File: src/rtl/train_pkg.sv
// Shared types for the section occupancy detector.
// Holds the FSM state encoding and the occupancy counter width.
package train_pkg;
    localparam int CNT_W = 4;

    typedef enum logic [1:0] {
        EMPTY    = 2'd0,
        OCCUPIED = 2'd1,
        FAULT    = 2'd2
    } state_t;
endpackage

File: src/rtl/sensor_debounce.sv
// Purpose: debounce one raw sensor level and emit a one-cycle pulse on each accepted assertion.
// Latency: pulse is registered DEBOUNCE_CYCLES edges after the first raw-high edge.
// Backpressure: none; the pulse is always consumed on the following edge.
module sensor_debounce #(
    parameter int DEBOUNCE_CYCLES = 4
) (
    input  logic clk,
    input  logic rst,
    input  logic raw,
    output logic evt
);
    localparam logic [3:0] THR = 4'(DEBOUNCE_CYCLES);

    logic [3:0] cnt_q, cnt_d;
    logic       evt_q, evt_d;

    always_comb begin
        cnt_d = cnt_q;
        if (!raw) begin
            cnt_d = '0;
        end else if (cnt_q != 4'hF) begin
            cnt_d = cnt_q + 4'd1;
        end
        // Debounced level is (cnt >= THR); pulse only on its 0->1 transition.
        evt_d = (cnt_d >= THR) && (cnt_q < THR);
    end

    always_ff @(posedge clk) begin
        if (rst) begin
            cnt_q <= '0;
            evt_q <= 1'b0;
        end else begin
            cnt_q <= cnt_d;
            evt_q <= evt_d;
        end
    end

    assign evt = evt_q;
endmodule

File: src/rtl/train_detect.sv
// Purpose: track trains in a section from entry/exit sensors; TRAIN_DETECT_HOLD_EN adds a post-clear hold on train.
// Latency: count/state change DEBOUNCE_CYCLES+1 edges after the first raw-high sensor edge.
// Backpressure: none; events arriving in FAULT are dropped until rst.
module train_detect
    import train_pkg::*;
#(
    parameter int DEBOUNCE_CYCLES = 4,
    parameter int MAX_TRAINS      = 7,
    parameter int HOLD_CYCLES     = 8
) (
    input  logic             clk,
    input  logic             rst,
    input  logic             sensor_in,
    input  logic             sensor_out,
    output logic             train,
    output logic [CNT_W-1:0] count,
    output logic             fault
);
    localparam logic [CNT_W-1:0] MAX_C = CNT_W'(MAX_TRAINS);

    if (DEBOUNCE_CYCLES < 1 || DEBOUNCE_CYCLES > 15) begin : g_bad_debounce
        $error("DEBOUNCE_CYCLES out of range 1..15");
    end
    if (MAX_TRAINS < 1 || MAX_TRAINS > 15) begin : g_bad_max
        $error("MAX_TRAINS out of range 1..15");
    end
    if (HOLD_CYCLES < 1) begin : g_bad_hold
        $error("HOLD_CYCLES must be at least 1");
    end

    logic evt_in, evt_out;
    logic ent, ext;

    sensor_debounce #(.DEBOUNCE_CYCLES(DEBOUNCE_CYCLES)) u_deb_in (
        .clk (clk),
        .rst (rst),
        .raw (sensor_in),
        .evt (evt_in)
    );

    sensor_debounce #(.DEBOUNCE_CYCLES(DEBOUNCE_CYCLES)) u_deb_out (
        .clk (clk),
        .rst (rst),
        .raw (sensor_out),
        .evt (evt_out)
    );

    // Coincident entry and exit cancel each other.
    assign ent = evt_in && !evt_out;
    assign ext = evt_out && !evt_in;

    state_t           state_q, state_d;
    logic [CNT_W-1:0] count_q, count_d;

    always_ff @(posedge clk) begin
        if (rst) begin
            state_q <= EMPTY;
            count_q <= '0;
        end else begin
            state_q <= state_d;
            count_q <= count_d;
        end
    end

    always_comb begin
        state_d = state_q;
        count_d = count_q;
        case (state_q)
            FAULT: state_d = FAULT;
            default: begin
                if (ent) begin
                    if (count_q == MAX_C) begin
                        state_d = FAULT;
                    end else begin
                        count_d = count_q + 1'b1;
                        state_d = OCCUPIED;
                    end
                end else if (ext) begin
                    if (count_q == '0) begin
                        state_d = FAULT;
                    end else begin
                        count_d = count_q - 1'b1;
                        state_d = (count_q == CNT_W'(1)) ? EMPTY : OCCUPIED;
                    end
                end
            end
        endcase
    end

`ifdef TRAIN_DETECT_HOLD_EN
    localparam int HOLD_W = $clog2(HOLD_CYCLES + 1);

    logic [HOLD_W-1:0] hold_q, hold_d;

    // Timer only runs while the section reads EMPTY; any other state clears it.
    always_comb begin
        hold_d = hold_q;
        if (state_q == OCCUPIED && state_d == EMPTY) begin
            hold_d = HOLD_W'(HOLD_CYCLES);
        end else if (state_d != EMPTY) begin
            hold_d = '0;
        end else if (hold_q != '0) begin
            hold_d = hold_q - 1'b1;
        end
    end

    always_ff @(posedge clk) begin
        if (rst) begin
            hold_q <= '0;
        end else begin
            hold_q <= hold_d;
        end
    end

    always_comb begin
        train = (state_q != EMPTY) || (hold_q != '0);
        fault = (state_q == FAULT);
    end
`else
    always_comb begin
        train = (state_q != EMPTY);
        fault = (state_q == FAULT);
    end
`endif

    assign count = count_q;
endmodule
File: config.mk
export PLATFORM = sky130hd
export DESIGN_NAME = train_detect
export DESIGN_NICKNAME = d
export VERILOG_FILES = /design/src/rtl/train_pkg.sv /design/src/rtl/sensor_debounce.sv /design/src/rtl/train_detect.sv
export SDC_FILE = /design/constraint.sdc
export NUM_CORES = 1
export LEC_CHECK = 0
export BUFFER_PORTS_ARGS = -buffer_cell sky130_fd_sc_hd__buf_2
export CORE_UTILIZATION = 40
export CTS_BUF_LIST = sky130_fd_sc_hd__clkbuf_16
export CTS_CLUSTER_DIAMETER = 40
export DETAILED_ROUTE_END_ITERATION = 12
export MAX_ROUTING_LAYER = met4
export PLACE_DENSITY = 0.68
export SLEW_MARGIN = 25
export SYNTH_ARGS = -nofsm -noshare
export SYNTH_HDL_FRONTEND = slang
export SYNTH_HIERARCHICAL = 1
export SYNTH_SLANG_ARGS = --single-unit
File: constraint.sdc
create_clock -name clk -period 1.85 [get_ports clk]
set_input_delay 0.0925 -clock clk [delete_from_list [all_inputs] [get_ports clk]]
set_output_delay 0.0925 -clock clk [all_outputs]
set_load 0.02 [all_outputs]
---- Yosys cells after proc, flatten, opt, wreduce, memory -nomap -nowiden ----
Index checks and enable logic that the tools add are counted.
operators by class
  shift operators ......................... 0
  multipliers ............................. 0
  $lt $le $gt $ge ......................... 4
  eq/ne operators ......................... 7
  div/mod/pow operators ................... 0
  reductions and logical operators ........ 12
  add/subtract/negate cells ............... 4
  bitwise gates (word level) .............. 1
  multiplexer cells ....................... 14
operators by type and width
  kind                                                                           count
  4-bit 2-to-1 mux                                                               8
  4-bit by 1-bit adder with 4-bit output (second input constant)                 3
  2-bit 2-to-1 mux                                                               5
  4-bit by 3-bit >= comparator with 1-bit output (second input constant)         2
  4-bit by 3-bit less-than comparator with 1-bit output (second input constant)  2
  4-bit != test (second input constant)                                          2
  4-bit by 1-bit equality test with 1-bit output (second input constant)         1
  4-bit by 3-bit equality test with 1-bit output (second input constant)         1
  1-bit logical AND                                                              4
  4-bit zero test                                                                1
  2-bit != test (second input constant)                                          2
  4-bit AND reduction                                                            1
  2-bit nonzero test                                                             2
  4-bit by 1-bit subtractor with 4-bit output (second input constant)            1
  3-bit nonzero test                                                             1
  2-bit equality test (second input constant)                                    1
  1-bit zero test                                                                2
  2-bit OR reduction                                                             1
  1-bit 2-to-1 mux                                                               1
  1-bit NOT                                                                      1
storage, ports and cells
  output and inout bits ................... 6
  RAM bits ................................ 0
  bits in read-only memories .............. 0
  input bits .............................. 4
  logic and storage cells ................. 49
  register bits ........................... 16
  memories kept ........................... 0
  bits in latches ......................... 0

---- Depth between registers and ports, before layout ----
Gate-level depths: netlist of run 1.
  depth in word-level cells ............... 6
  depth in mapped cells ................... 7
  mapped depth without buffers ............ 6

---- Cells and area by module ----
Netlist of run 1, hierarchy kept.
by module, submodules not included
  module           sequential area each (um^2)  times used  cells an instance  area an instance (um^2)
  sensor_debounce  100.1                        2           22                 239.0
  train_detect     120.1                        1           52                 465.4

---- Least setup slack after synthesis of run 1 ----
Ideal clock, no wire load.
  kind .................................... flip-flop to flip-flop
  start ................................... reg count_q[0], in the netlist count[0]
  end ..................................... reg count_q[2], in the netlist count[2]
  arrival time ............................ 1.647 ns
  data required time ...................... 1.734 ns
  buffers on the path ..................... 0
  stages on the path, launching flop included .. 7
  library setup time ...................... 0.116 ns
  slack ................................... 0.087 ns
  clock period less this slack ............ 1.763 ns
  cells stage by stage .................... dfxtp_1 > inv_1 > ha_1 > nor4b_2 > nor4_4 > a21oi_1 > a31o_1
on the way
  word-level cells in the longest chain between the ends .. 4
  elaborated cells between the ends (all ways) .. 11
  classes of those cells .................. add/sub: 2; eq/ne: 3; mux: 4; reduce/logical: 2
ends and longest elaborated chain
  item                                         RTL line            text
  start: declaration                           train_detect.sv:53  logic [CNT_W-1:0] count_q, count_d;
  start signal: assignment                     train_detect.sv:61  count_q <= count_d;
  4-bit by 1-bit subtractor with 4-bit output  train_detect.sv:82  count_d = count_q - 1'b1;
  4-bit 2-to-1 mux                             train_detect.sv:79  if (count_q == '0) begin
  4-bit 2-to-1 mux                             train_detect.sv:78  end else if (ext) begin
  4-bit 2-to-1 mux                             train_detect.sv:71  if (ent) begin
Parallel ways exist; a longest one is shown, timed or not. The select of a mux whose other input is x is not followed.
A chain may end at the register's enable or synchronous reset.

---- Final worst setup path of run 1 ----
  start ................................... reg u_deb_out.evt_q, in the netlist u_deb_out/evt
  end ..................................... reg count_q[2], in the netlist count[2]
on the way
  word-level cells in the longest chain between the ends .. 4
  elaborated cells between the ends (all ways) .. 8
  classes of those cells .................. eq/ne: 2; mux: 1; reduce/logical: 5
ends and longest elaborated chain
  item                                                                  RTL line               text
  start: declaration                                                    sensor_debounce.sv:15  logic evt_q, evt_d;
  start signal: assignment                                              sensor_debounce.sv:34  evt_q <= evt_d;
  1-bit zero test                                                       train_detect.sv:49     assign ent = evt_in && !evt_out;
  1-bit logical AND                                                     train_detect.sv:49
  2-bit != test (no source line) or 2-bit nonzero test (tied branches)  n/a
  4-bit AND reduction (no source line)                                  n/a
Parallel ways exist; a longest one is shown, timed or not.

==> results of run 1 <==
## cell usage in the layout (no fill, tap or decap), types with 2 or more instances in the layout
master	netlist	layout
ha_1	9	9
a21oi_1	5	5
nor4b_1	2	2
and3b_1	2	2
nand2b_4	2	2
clkbuf_16	0	3
mux2i_1	4	4
dfxtp_1	16	16
a211oi_2	2	2
nor2b_1	3	3
nor3_2	2	2
and3_1	2	2
nor2_1	9	9
a31oi_1	2	2
nand3b_1	5	5
nor3_1	4	4
a31o_2	2	2
buf_2	1	9
buf_4	0	2
nand4_1	3	3
inv_1	5	5
nand3_1	3	3
## worst max-delay path by stage
stage	startpoint	to	slack, ps	depth (start not counted)
final	u_deb_out/evt	count[2]	170	6
after detailed placement	count[1]	count[2]	140	6
after global placement	count[1]	count[2]	200	6
after global routing	u_deb_out/evt	count[2]	40	6
after floorplan	count[0]	count[2]	90	6
after CTS	count[1]	count[2]	120	6
## cell families after synthesis
group / after synthesis / share of synthesized area
DFF: 16 / 0.3395
xor gates and xnor gates: 1 / 0.009286
and+or+nand+nor: 45 / 0.3382
muxes: 5 / 0.05438
AOI/OAI and AO/OA: 14 / 0.1141
adders and majority gates: 9 / 0.1194
buffers and inverters: 6 / 0.02520
## worst max-delay path: cells and delay by family (launching register included)
| kind | cells | cell delay, ps |
|---|---|---|
| compound gates | 2 | 300 |
| fa+ha+maj | 1 | 240 |
| buf+inv | 1 | 70 |
| flops | 1 | 350 |
| simple gates | 2 | 610 |
## flip-flops by register name (all words and copies together), names as in the netlist
| signal | flops |
|---|---|
| state_q | 2 |
| u_deb_in/cnt_q | 4 |
| u_deb_in/evt | 1 |
| u_deb_out/cnt_q | 4 |
| u_deb_out/evt | 1 |
| count | 4 |
## what timing repair did
| action | in CTS | in global routing |
|---|---|---|
| hold buffers | 0 | 0 |
| endpoints found under the setup margin | 0 | 2 |
| endpoints found under the hold margin | 0 | 0 |
## synth_stat cells (2+ instances only)
cell type	instances	share of area
nand3b_1	5	0.040
nor3_2	2	0.021
dfxtp_1	16	0.34
mux2i_1	4	0.042
nor3_1	4	0.021
a211oi_2	2	0.027
nor2b_1	3	0.020
and3_1	2	0.013
nor4b_1	2	0.019
inv_1	5	0.020
nand4_1	3	0.020
nand3_1	3	0.016
nand2b_4	2	0.029
ha_1	9	0.12
a31o_2	2	0.019
and3b_1	2	0.019
a31oi_1	2	0.013
a21oi_1	5	0.027
nor2_1	9	0.036
## layout make-up
| type | instances | share of cell area |
|---|---|---|
| clock buffer | 3 | 0.06749 |
| clock inverter | 1 | 0.003375 |
| inverter | 5 | 0.01687 |
| multi-input combinational | 74 | 0.5388 |
| sequential | 16 | 0.2880 |
| tap | 28 | 0.03150 |
| timing repair buffer | 11 | 0.05399 |
## layer usage
metal | share of wire | routed length [um] | vias up
met5 | 0 | 0 | -
met4 | 0.027 | 44 | 0
met3 | 0.024 | 40 | 5
met2 | 0.46 | 760 | 11
met1 | 0.49 | 811 | 347
li1 | - | - | 381
## power by group through the flow
stage               clock network [mW]  registers, mW  logic (mW)
floorplan                            0          0.361      0.0194
global placement                     0          0.362      0.0300
detailed placement                   0          0.362      0.0311
CTS                              0.434          0.355      0.0311
global route                     0.439          0.355      0.0353
finish                           0.421          0.355      0.0307
==> impl_summary.md, run 1 <==
Routing
The final wirelength is 1.656 mm. In the routed design, unresolved DRC markers number 0. The detailed router's first-iteration violation count is 7.

The number of nets with antenna violations after detailed routing is 0. The average routed wire per standard cell is 12.00 um. For this block, the via count after detailed routing is 744.

The first TritonRoute pass finished after 4 iterations. The detailed-route vias per instance is 5.391.

Status
The run finished with clean final reports.

Timing
Based on the critical path, the design can be clocked at up to 595.4 MHz. After routing, the total negative slack on setup checks comes to 0 ps. The total setup violations reported at the end of the flow is 0.

The final-report hold violation count was 0. Of the available clock period, the critical path in the final layout requires 0.9078. The worst max-slew margin expressed relative to the limit is 0.7287.

Setup repair after global routing left no endpoint under its margin. The final max-slew violation count is 0. At the pin with the least slew margin, the transition time is 403.8 ps.

The post-route worst setup slack is 170.6 ps. The clock arrives with 1.365 ps of skew. The smallest hold slack is 141.8 ps. The shortest clock period the worst path allows after layout is 1679 ps.

Final layout
In the final layout, flip-flops and latches occupy 320.3 um^2. The post-layout net count is 124. The filler cells instantiated in the layout total 228.

The signed area change from the synthesized netlist to the final layout is 17.90%. The final design utilization is 0.5028. Leaving out filler cells and counting taps, the final layout contains 138. The finished cells cover 1112 um^2. The multi-input logic area is 599.3 um^2. The count of inserted antenna diode cells is 0. The fraction of layout cells with a size suffix above 1 is 0.2455.

Clock tree
For this design, the sink count on the clock tree is 16. The number of setup buffers added after CTS is 0. The clock-pin slew reported for the worst setup and hold paths after clock tree synthesis is 50 ps. The later-pin clock latency in the skew report is 250 ps. The clock tree buffer depth is 2.

The count of H-tree levels built during CTS is 1. The clock root buffer is clkbuf_16. Buffers inserted during clock tree synthesis total 3. In this run, post-CTS repair resized a total of 0 instances.

TritonCTS built the clock tree.

Critical path
Traced cell by cell, the critical path runs through inv_1, ha_1, and4b_4, nor4_4, a21oi_1, a31o_1. The launch point of the worst reg-to-reg path is u_deb_out/evt. The slowest stage of the critical path belongs to the cell nor4_4. The logic depth of the worst register-to-register path is 6. The worst setup path is of the reg2reg kind.

STA puts the critical path data required time at 1990 ps. The end of the worst register-to-register path is count[2]. Data on the critical path arrives at its endpoint at 1820 ps. STA classifies the critical path endpoint as a flip-flop.

Along the worst path, the maximum fanout reaches 6. For flop-to-flop paths, the worst setup slack is 170 ps. The stage delay of the slowest cell on the critical path is 380 ps. The kind of start point of the critical path is a flip-flop.

GRT
The met3 capacity usage during global routing is 0.02727. The first global-routing pass estimated 2.953 mm of wire. The all-layer global routing usage is 0.1595. For this run the aggregate overflow at the end of global routing stands at 0.

The fraction of met1 tracks used by global routing is 0.1813. The global routing met2 resource utilization is 0.2533. Entering global routing, the biggest net connects 14 pins. The initial antenna violation count is 0.

The number of global-route vias before repair is 694. After global routing, the most crowded layer is met2.

Power
In this run the power density over the cells is 725.6 nW/um^2. The overall power consumption is 807.1 uW. Of the total power, registers draw 0.440. The internal power is 651.4 uW. Of the total power, the share spent switching nets is 0.1929. IR analysis of the VDD net gives a maximum drop of 0.0004618 V.

The analysis attributes to net switching a power of 155.7 uW. Of the total power, combinational logic draws 0.038. The leakage power is 0.4561 nW. The fraction of power consumed by the clock network is 0.522.

Synth
The most instantiated flip-flop cell in the synthesis netlist is dfxtp_1. The synthesized instance count is 96. The number of enable flip-flop cells after synthesis is 0. The count of unique library cells instantiated by Yosys is 33. During synthesis, Yosys emitted a total of 6 warnings.

When the netlist entered floorplanning its net count stood at 109. Of all flip-flops after synthesis, the portion carrying an async set or reset was 0. The share of synthesized area occupied by flip-flops and latches is 0.3395.

A synthesized cell averages 9.827 um^2. After synthesis the netlist holds a flip-flop and latch count of 16. The mapped netlist covers 943.4 um^2.

Min path
The worst hold path stage count is 3. The end of the worst hold path is u_deb_out/cnt_q[3]. The worst hold path begins at sensor_out.

In this run the worst hold path is classified as in2reg.

Placed design
Counting tap cells, the placed design contains a total of 134 instances. The congestion estimate from routability-driven global placement came to 0.7594. The area after detailed placement is 1033 um^2. The post-placement setup slack is 137.0 ps.

The count of buffers inserted at the top-level ports is 9. The post-DP HPWL is 1.233 mm.

Floorplanning
After floorplanning, the core was divided into 17 placement rows. The floorplan die width is 50.57 um. The starting utilization of the core area is 0.4265. The core region is 2212 um^2. The floorplan step defined a die boundary enclosing 2557 um^2.

The die is 50.57 um tall. The number of top-level design ports is 10.

Job
The number of max-cap violations is 0.
Note: power is estimated with default switching activity, not from simulation.
==> run 2: changes to the inputs <==
ABC_AREA = 1   (was not set)
==> impl_summary.md, run 2 <==
Timing
The worst max-slew margin expressed relative to the limit was 0.7467 (+0.01799). The total setup violations reported at the end of the flow is 0 (unchanged). The maximum achievable frequency is 670.6 MHz (+13%). Setup repair after global routing left no endpoint under its margin. The final clock period utilization by the worst path was 0.8061 (-0.1017). The shortest clock period the worst path allows after layout was 1491 ps (-188.1 ps). The total negative slack for setup checks came to 0 ps (unchanged).

The final max-slew violation count is 0 (unchanged). The smallest hold slack was 120.1 ps (-21.70 ps). The post-route clock skew is 0.6976 ps (-0.6678 ps). The measured slew at the worst slew-check pin is 379.4 ps (-24.47 ps). The final-report hold violation count is 0 (unchanged).

Floorplanning
The placeable core region was 2318 um^2 (+4.8%). The y dimension of the die is 52.59 um (+4.0%). The floorplan die width came to 52.59 um (+4.0%). The total die area is 2765 um^2 (+8.1%). The number of top-level design ports is 10 (unchanged). The standard-cell row count is 17 (unchanged).

The starting utilization of the core area is 0.4414 (+0.01498).

Routing
The via count is 862 (+16%). The detailed-route vias per instance is 4.736 (-12%). The first-pass detailed-route iteration total is 4 (unchanged). The total DRC errors in the routed layout was 0 (unchanged). The number of nets with antenna violations after detailed routing came to 0 (unchanged). The average routed wire per standard cell is 9.890 um (-18%). The final wirelength is 1.800 mm (+8.7%). The detailed router's first-iteration violation count is 18 (+11).

Placed design
The post-DP HPWL was 1.399 mm (+14%). The count of buffers inserted at the top-level ports is 9 (unchanged). The area after detailed placement is 1081 um^2 (+4.6%).

The global placer's final weighted congestion is 0.8892 (+17%).

Power
The total power density per cell area is 719.1 nW/um^2 (-0.90%). The worst IR drop on VDD came to 0.0005452 V (+18%). The leakage power is 0.5403 nW (+18%).

Synth
The most instantiated flip-flop cell in the synthesis netlist is dfxtp_1. By area the synthesized netlist is led by dfxtp_1, ha_1, nand2_1. The count of unique library cells instantiated by Yosys is 21 (-36%).

The synthesized instance count was 143 (+49%). The area of the mapped netlist was 1023 um^2 (+8.5%). The fraction of registers with async set/reset is 0 (unchanged). The area share of the leading cell type in the synthesized netlist was 0.3130 (-0.02656).

The total nets after synthesis is 156 (+43%). The number of enable flip-flop cells after synthesis is 0 (unchanged). The synthesis warning total is 6 (unchanged).

The commonest cells after synthesis are nand2_1, nor2_1, dfxtp_1, inv_1, ha_1. The average cell area after synthesis is 7.157 um^2 (-27%). The largest total area in the synthesized netlist belongs to dfxtp_1. The share of synthesized area occupied by flip-flops and latches is 0.3130 (-0.02656). The flip-flop and latch count after synthesis is 16 (unchanged).

Job
The number of max-cap violations is 0 (unchanged).

Clock tree
The later-pin clock latency in the skew report came to 240 ps (about the same). The hold buffer count at CTS came to 0 (unchanged). The clock root buffer is clkbuf_16. The clock tree buffer depth is 2 (unchanged). The number of buffers created by CTS came to 3 (unchanged).

The CTS tree is built. The clock-pin slew reported for the worst setup and hold paths after clock tree synthesis is 50 ps (about the same). The count of clock tree sinks is 16 (unchanged). The total of cells resized after clock tree synthesis is 0 (unchanged). The count of H-tree levels built during CTS is 1 (unchanged). The number of setup buffers added after CTS came to 0 (unchanged).

Final layout
The fraction of layout cells with a size suffix above 1 was 0.2468 (+0.001299). The count of inserted antenna diode cells came to 0 (unchanged). The number of inserted filler cells in the final layout is 248 (+8.8%). The post-layout net count is 168 (+35%). The top cell types in the final layout, fill and taps aside, are nand2_1, nor2_1, inv_1, dfxtp_1. From synthesis to final layout, the design area changed by 13.32%. The final design instance area without fill came to 1160 um^2 (+4.3%).

Critical path
The kind of end point of the critical path is a flip-flop. The logic depth of the worst register-to-register path is 8 (+2). The critical path data required time is 1990 ps (about the same).

STA classifies the critical path startpoint as a flip-flop. The data arrival time of the critical path came to 1630 ps (-190 ps). The maximum net fanout on the critical path is 8 (+2). The type of the worst setup path is reg2reg.

GRT
The all-layer global routing usage is 0.1543 (-0.005212). The initial antenna violation count was 0 (unchanged). The total congestion overflow was 0 (unchanged). The largest net degree at the start of global routing is 12 (-2). The number of global-route vias before repair is 752 (+8.4%). The wire length of the first global-routing pass is 3.008 mm (+1.9%).

Status
The run finished with clean final reports.

Min path
The worst min-delay path class is in2reg. The worst hold path stage count is 3 (unchanged).
[run 2: changes by cell type in the layout (fill, tap and decap cells not counted), sizes merged, moves of 3 or more]
cell and delta:
nor4b -3, nor2 +22, nor2b -3, nand2b -3
a31o -3, inv +18, nand3b -5, mux2i -4
o21ai +8, nand2 +30
[run 2: worst paths after layout]
kind | start | endpoint | slack (ps)
setup / recovery | count[0] | count[1] | 360
hold / removal | sensor_out | u_deb_out/cnt_q[3] | 120
hold reg to reg | u_deb_in/cnt_q[1] | u_deb_in/cnt_q[1] | 510
setup reg to reg | count[0] | count[1] | 360
[run 2: cells by family after synthesis]
family | synth area share
flip-flops | 0.3130
buffers and inverters | 0.1064
adder cells (fa/ha/maj) | 0.1100
XOR/XNOR | 0.02568
AO/OA/AOI/OAI | 0.08069
AND/OR/NAND/NOR | 0.3643
[run 2: through the flow]
stage               utilization  setup slack (ps)  cells  power [mW]
finish                   0.5003             358.7    182      0.8341
floorplan                     -             383.2    143      0.4052
CTS                      0.5003             371.2    182      0.8458
detailed placement       0.4663             377.3    178      0.4240
global placement         0.4663             456.0    178      0.4233
global route             0.5003             261.3    182      0.8688
[run 2: report_power, final]
part	internal [mW]	switching [mW]	total, mW
Sequential	0.353	0.00687	0.360
Combinational	0.0208	0.0371	0.0579
Clock	0.286	0.130	0.416
[run 2: cell type report]
class / count / area (um^2) / share of cell area
multi-input cells: 102 / 594.3 / 0.5124
flip-flops and latches: 16 / 320.3 / 0.2762
inverters: 23 / 86.33 / 0.07443
clock buffers: 3 / 75.07 / 0.06473
repair buffers: 9 / 45.04 / 0.03884
well taps: 28 / 35.03 / 0.03021
clock inverters: 1 / 3.754 / 0.003236
[run 2: worst max-delay path, cell delays in order, from the launching register on]
cell and delay, ps:
dfxtp_1 460, inv_1 100, ha_1 220, inv_1 100
nor2_4 40, a21oi_1 170, nand2_1 120, o21ai_1 130
nor2_1 50
[run 2: layer usage]
metal	part of all wire	track usage	up-vias
li1	-	-	461
met1	0.46	0.1728	383
met2	0.49	0.2553	14
met3	0.034	0.05217	4
met4	0.013	0.05263	0
met5	0	-	-
